**src/rtl/ysyx_22050710_wsu_pkg.sv**
```systemverilog
`default_nettype none
// ============================================================================
// Module   : ysyx_22050710_wsu_pkg
// Purpose  : Shared definitions for the write-back stage controller:
//            the WB state encoding and the load funct3 codes.
// Revision : 1.0 - initial release
// ============================================================================
package ysyx_22050710_wsu_pkg;

  // WB stage occupancy: empty, load waiting on dmem, result presented
  typedef enum logic [1:0] {
    ST_IDLE = 2'd0,
    ST_WAIT = 2'd1,
    ST_DONE = 2'd2
  } ws_state_e;

  // Load funct3 encodings
  localparam logic [2:0] LD_LB  = 3'b000;
  localparam logic [2:0] LD_LH  = 3'b001;
  localparam logic [2:0] LD_LW  = 3'b010;
  localparam logic [2:0] LD_LD  = 3'b011;
  localparam logic [2:0] LD_LBU = 3'b100;
  localparam logic [2:0] LD_LHU = 3'b101;
  localparam logic [2:0] LD_LWU = 3'b110;

endpackage
`default_nettype wire

```
**src/rtl/ysyx_22050710_load_ext.sv**
```systemverilog
`default_nettype none
// ============================================================================
// Module   : ysyx_22050710_load_ext
// Purpose  : Combinational load-data formatter. Shifts the addressed bytes of
//            the aligned doubleword down to bit 0 and sign/zero-extends them
//            according to the load funct3. Unknown funct3 (111) yields 0.
// Ports    : rdata  in  GPR_WD  aligned doubleword from data memory
//            offset in  3       byte offset of the load within the doubleword
//            op     in  3       load funct3
//            result out GPR_WD  extended load value
// Revision : 1.0 - initial release
// ============================================================================
module ysyx_22050710_load_ext
  import ysyx_22050710_wsu_pkg::*;
#(
  parameter int GPR_WD = 64
) (
  input  logic [GPR_WD-1:0] rdata,
  input  logic [2:0]        offset,
  input  logic [2:0]        op,
  output logic [GPR_WD-1:0] result
);

  logic [GPR_WD-1:0] raw;

  // Byte offset -> bit shift
  assign raw = rdata >> {offset, 3'b000};

  always_comb begin
    result = '0;
    case (op)
      LD_LB:   result = GPR_WD'($signed(raw[7:0]));
      LD_LH:   result = GPR_WD'($signed(raw[15:0]));
      LD_LW:   result = GPR_WD'($signed(raw[31:0]));
      LD_LD:   result = raw;
      LD_LBU:  result = GPR_WD'(raw[7:0]);
      LD_LHU:  result = GPR_WD'(raw[15:0]);
      LD_LWU:  result = GPR_WD'(raw[31:0]);
      default: result = '0;
    endcase
  end

endmodule
`default_nettype wire

```
**src/rtl/ysyx_22050710_wsu.sv**
```systemverilog
`default_nettype none
// ============================================================================
// Module   : ysyx_22050710_wsu
// Purpose  : Write-back stage controller. Holds the MEM->WB pipeline register,
//            stalls loads until the data-memory response arrives, formats the
//            loaded value, and presents one cycle of valid write-back fields.
// Ports    : i_clk / i_rst           clock, async active-high reset
//            i_ms_valid/o_ws_allowin MEM->WB handshake
//            i_ms_*                  instruction fields from the memory stage
//            i_dmem_rvalid/rdata     load response
//            o_ws_valid, o_ws_pc     retiring instruction
//            o_gpr_*, o_csr_*        register-file write fields
//            o_minstret              retired-instruction count
// Config   : WS_PERF_CNT_EN - when defined, o_minstret is a live 64-bit
//            counter; otherwise it is tied to 0.
// Revision : 1.0 - initial release
// ============================================================================
module ysyx_22050710_wsu
  import ysyx_22050710_wsu_pkg::*;
#(
  parameter int GPR_ADDR_WD = 5,
  parameter int GPR_WD      = 64,
  parameter int CSR_ADDR_WD = 12,
  parameter int CSR_WD      = 64,
  parameter int PC_WD       = 64
) (
  input  logic                   i_clk,
  input  logic                   i_rst,
  input  logic                   i_ms_valid,
  output logic                   o_ws_allowin,
  input  logic [PC_WD-1:0]       i_ms_pc,
  input  logic                   i_ms_gpr_wen,
  input  logic [GPR_ADDR_WD-1:0] i_ms_gpr_waddr,
  input  logic [GPR_WD-1:0]      i_ms_alu_result,
  input  logic                   i_ms_is_load,
  input  logic [2:0]             i_ms_load_op,
  input  logic                   i_ms_csr_wen,
  input  logic [CSR_ADDR_WD-1:0] i_ms_csr_waddr,
  input  logic [CSR_WD-1:0]      i_ms_csr_wdata,
  input  logic                   i_dmem_rvalid,
  input  logic [GPR_WD-1:0]      i_dmem_rdata,
  output logic                   o_ws_valid,
  output logic [PC_WD-1:0]       o_ws_pc,
  output logic                   o_gpr_wen,
  output logic [GPR_ADDR_WD-1:0] o_gpr_waddr,
  output logic [GPR_WD-1:0]      o_gpr_wdata,
  output logic                   o_csr_wen,
  output logic [CSR_ADDR_WD-1:0] o_csr_waddr,
  output logic [CSR_WD-1:0]      o_csr_wdata,
  output logic [63:0]            o_minstret
);

  ws_state_e              state;
  logic [PC_WD-1:0]       pc_q;
  logic                   gpr_wen_q;
  logic [GPR_ADDR_WD-1:0] gpr_waddr_q;
  logic [GPR_WD-1:0]      gpr_wdata_q;
  logic                   csr_wen_q;
  logic [CSR_ADDR_WD-1:0] csr_waddr_q;
  logic [CSR_WD-1:0]      csr_wdata_q;
  logic [2:0]             load_op_q;
  logic [2:0]             load_off_q;

  logic                   allowin;
  logic                   accept;
  logic [GPR_WD-1:0]      load_data;

  // Downstream never stalls, so DONE always frees the slot for a new entry
  assign allowin = (state == ST_IDLE) || (state == ST_DONE);
  assign accept  = i_ms_valid && allowin;

  // Offset and funct3 are the latched copies; only rdata is live here, and
  // its formatted value goes into a register before reaching any output.
  ysyx_22050710_load_ext #(
    .GPR_WD (GPR_WD)
  ) u_load_ext (
    .rdata  (i_dmem_rdata),
    .offset (load_off_q),
    .op     (load_op_q),
    .result (load_data)
  );

  always_ff @(posedge i_clk or posedge i_rst) begin
    if (i_rst) begin
      state       <= ST_IDLE;
      pc_q        <= '0;
      gpr_wen_q   <= 1'b0;
      gpr_waddr_q <= '0;
      gpr_wdata_q <= '0;
      csr_wen_q   <= 1'b0;
      csr_waddr_q <= '0;
      csr_wdata_q <= '0;
      load_op_q   <= '0;
      load_off_q  <= '0;
    end else begin
      case (state)
        ST_IDLE, ST_DONE: begin
          if (accept) begin
            pc_q        <= i_ms_pc;
            gpr_wen_q   <= i_ms_gpr_wen;
            gpr_waddr_q <= i_ms_gpr_waddr;
            // For loads this is replaced by the formatted data in WAIT
            gpr_wdata_q <= i_ms_alu_result;
            csr_wen_q   <= i_ms_csr_wen;
            csr_waddr_q <= i_ms_csr_waddr;
            csr_wdata_q <= i_ms_csr_wdata;
            load_op_q   <= i_ms_load_op;
            load_off_q  <= i_ms_alu_result[2:0];
            state       <= i_ms_is_load ? ST_WAIT : ST_DONE;
          end else begin
            state <= ST_IDLE;
          end
        end
        ST_WAIT: begin
          // A response is only meaningful while a load is outstanding
          if (i_dmem_rvalid) begin
            gpr_wdata_q <= load_data;
            state       <= ST_DONE;
          end
        end
        default: state <= ST_IDLE;
      endcase
    end
  end

  assign o_ws_allowin = allowin;
  assign o_ws_valid   = (state == ST_DONE);
  assign o_ws_pc      = pc_q;
  assign o_gpr_wen    = gpr_wen_q;
  assign o_gpr_waddr  = gpr_waddr_q;
  assign o_gpr_wdata  = gpr_wdata_q;
  assign o_csr_wen    = csr_wen_q;
  assign o_csr_waddr  = csr_waddr_q;
  assign o_csr_wdata  = csr_wdata_q;

`ifdef WS_PERF_CNT_EN
  logic [63:0] minstret_q;

  // Wraps naturally from all-ones to zero
  always_ff @(posedge i_clk or posedge i_rst) begin
    if (i_rst) begin
      minstret_q <= '0;
    end else if (state == ST_DONE) begin
      minstret_q <= minstret_q + 64'd1;
    end
  end

  assign o_minstret = minstret_q;
`else
  assign o_minstret = 64'd0;
`endif

endmodule
`default_nettype wire

```
**config.mk**
```make
export PLATFORM = sky130hd
export DESIGN_NAME = ysyx_22050710_wsu
export DESIGN_NICKNAME = d
export VERILOG_FILES = /design/src/rtl/ysyx_22050710_wsu_pkg.sv /design/src/rtl/ysyx_22050710_load_ext.sv /design/src/rtl/ysyx_22050710_wsu.sv
export SDC_FILE = /design/constraint.sdc
export NUM_CORES = 1
export LEC_CHECK = 0
export ABC_AREA = 1
export CORE_AREA = 2 2 217 219
export CTS_CLUSTER_SIZE = 40
export DETAILED_ROUTE_END_ITERATION = 16
export DIE_AREA = 0 0 219 221
export DONT_BUFFER_PORTS = 1
export GPL_ROUTABILITY_DRIVEN = 0
export HOLD_SLACK_MARGIN = 0.06
export PLACE_DENSITY = 0.36
export SYNTH_ARGS = -nofsm -noshare
export SYNTH_HDL_FRONTEND = slang
export SYNTH_SLANG_ARGS = --single-unit
```
**constraint.sdc**
```tcl
create_clock -name i_clk -period 7.85 [get_ports i_clk]
set_input_delay 0.785 -clock i_clk [delete_from_list [all_inputs] [get_ports i_clk]]
set_output_delay 0.785 -clock i_clk [all_outputs]
set_load 0.1 [all_outputs]
```
==> impl_metrics.ini <==
[critical_path]
path_cells = inv_2 > nor2_8 > inv_2 > o21ai_4 > buf_4 > nand2_1 > a21oi_2 > nor2_2
cpMostUsedCell = inv_2
r2r_cells = 8
cp_slowest_cell = buf_4
end_kind = flip-flop
crit_end = o_gpr_wdata[26]
reg2reg_to = o_gpr_wdata[26]
cp.arrival_ps = 3960
path_class = flip-flop to flip-flop
required_ps = 8310
worstSetupStartpoint = state[0]
r2r_start = state[0]
r2r_slack_ps = 4350
path_max_fanout = 96
max_stage_delay_ps = 810
setup.worst_path.start_class = flip-flop

[die]
start_util_pct = 25.8
die_width_um = 219
row_count = 79
io_pins = 560
core_area_mm2 = 0.0461
dieArea_mm2 = 0.0484
die_h_um = 221

[logic_synthesis]
syn_area_mm2 = 0.0119
async_flop_share_pct = 100
ys_seq_elements = 219
yosysSeqAreaShare_pct = 46.1
ys_types = 33
syn_inst = 1340
synthFlopType = dfrtp_1
synth_area_per_cell_um2 = 8.87
synth-edff-count = 0
ys_warn_count = 0

[final_layout]
mostFrequentLayoutCells = nand2_1 (352), dfrtp_1 (217), mux2_2 (147)
multi_input_area_mm2 = 0.00539
area_growth_pct = 9.47
drive_above_1_share_pct = 21.3
mostFrequentLayoutCell = nand2_1
nets = 1572
n_fill_cell = 5060
seqCellArea_mm2 = 0.00548

[hold_path]
min-delay-path-class = input pin to asynchronous set/reset pin

[grt]
grt_pass1_vias = 9173
grt_max_degree = 97
grt_overflow_total = 0
antenna_found_initial = 4
grt_pass1_wl_um = 63600
grt_usage_pct = 17.6

[outcome]
status = complete, no violations

[drt]
viasPerCell = 4.63
wl_per_cell_um = 22.5
dr.pass1.iters = 7
wirelength_um = 43200
via_count = 8881
drcViolationCount = 0
ant_nets = 0
drtIter0Drc = 703

[sta]
period_minus_slack_ps = 3500
final.setup.tns_ps = 0
hold_viol = 0
slew_violations = 0
rsz0062_at_grt = no
setup_viol = 0
tightest_slew_ps = 1150
skew_ps = 24.4
slew_headroom_pct = 22.9
min_period_over_period_pct = 44.6
hold-worst-slack_ps = 176
max_freq_ghz = 0.286

[clocking]
clkLatencyLatePin_ps = 580
post_cts_buffers = 0
htreeDepth = 1
tritoncts = built
clockRootBuffer = clkbuf_16
cts.clk_slew.worst_paths_ps = 60
cts_hold_buf = 0
cts_sinks = 219
cts_buffers = 29
cts_resized = 0
clockBufferDepth = 3

[placement]
portBuffers = 0
place_hpwl_um = 33200

[power]
leakagePower_nw = 6.04
p_per_area_mw_per_mm2 = 414
ir_worst_vdd_uv = 203

[job]
drv_cap = 0
[flip-flops by register name, summed over array words and instances, names as in the netlist]
name,count
o_gpr_waddr,5
load_off_q,3
load_op_q,3
state,2
o_csr_wen,1
o_ws_pc,64
o_csr_wdata,64
o_csr_waddr,12
o_gpr_wdata,64
o_gpr_wen,1
[metrics by stage]
step | util (%) | area, µm² | setup WS [ps] | total power, mW | instances
after floorplan | - | 12100 | 1070 | 3.82 | 1403
after global placement | 26.1 | 12000 | 4310 | 4.05 | 1865
after detailed placement | 26.1 | 12000 | 4250 | 4.05 | 1865
after CTS | 28.3 | 13000 | 4250 | 5.46 | 1918
after global routing | 28.3 | 13000 | 3910 | 5.61 | 1919
final | 28.3 | 13000 | 4350 | 5.38 | 1919
[critical path: cells and delay by family, from the launching register on]
family                 cells  cell delay, ps
AOI/OAI and AO/OA          2             850
and+or+nand+nor            3             900
DFF                        1             370
buffers and inverters      3            1180
[cells in the mapped netlist, types with 30 or more instances]
| cell type | instances | share of area, % |
|---|---|---|
| o21ai_0 | 30 | 1.3 |
| a21oi_1 | 47 | 2.0 |
| inv_1 | 74 | 2.3 |
| buf_4 | 69 | 4.4 |
| dfrtp_1 | 219 | 46 |
| nand2_1 | 353 | 11 |
| nand3_1 | 61 | 2.6 |
| buf_2 | 66 | 2.8 |
| nor2_1 | 90 | 2.8 |
| mux2_2 | 147 | 14 |
| nand4_1 | 34 | 1.8 |
| o211ai_1 | 37 | 2.3 |
[worst min-delay path by stage]
stage / end / slack [ps] / depth (start not counted)
after floorplan: load_op_q[2] / 590 / 2
after global routing: o_ws_pc[52] / 220 / 1
after detailed placement: load_op_q[2] / 620 / 2
after CTS: o_gpr_wdata[3] / 170 / 1
after global placement: load_op_q[2] / 620 / 2
final: o_ws_pc[52] / 180 / 1
[cells by family (layout without fill, tap and decap cells)]
family          after synthesis  count (layout)  share of synthesized area [%]
simple gates                583             583                           21.2
buf+inv                     236             144                           10.7
flops                       219             219                           46.1
compound gates              154             154                           8.00
mux                         147             147                           13.9
other cells                   1              65                         0.0315
[metal layers]
layer  track usage [%]  wire (µm)  up-vias
met5                 0         10        -
met4              4.40       1140        2
met3              5.65       3650       54
met2              30.0      21200      360
met1              21.2      17200     4298
li1                  -          -     4167
[where the power goes]
part           internal (mW)  total, mW  leakage, nW  switching [mW]
clock                  0.822       1.38        0.484           0.554
combinational          0.290      0.906         3.02           0.616
sequential              1.31       3.10         2.53            1.79
[layout make-up]
cell class / count / share of cell area (%)
antenna: 1 / 0.0192
clock buffer: 36 / 6.09
clock inverter: 17 / 1.55
inverter: 80 / 2.36
multi-input combinational: 948 / 41.4
sequential: 219 / 42.1
tap: 607 / 5.84
timing repair buffer: 11 / 0.634
Power figures use the tool's default switching activity.
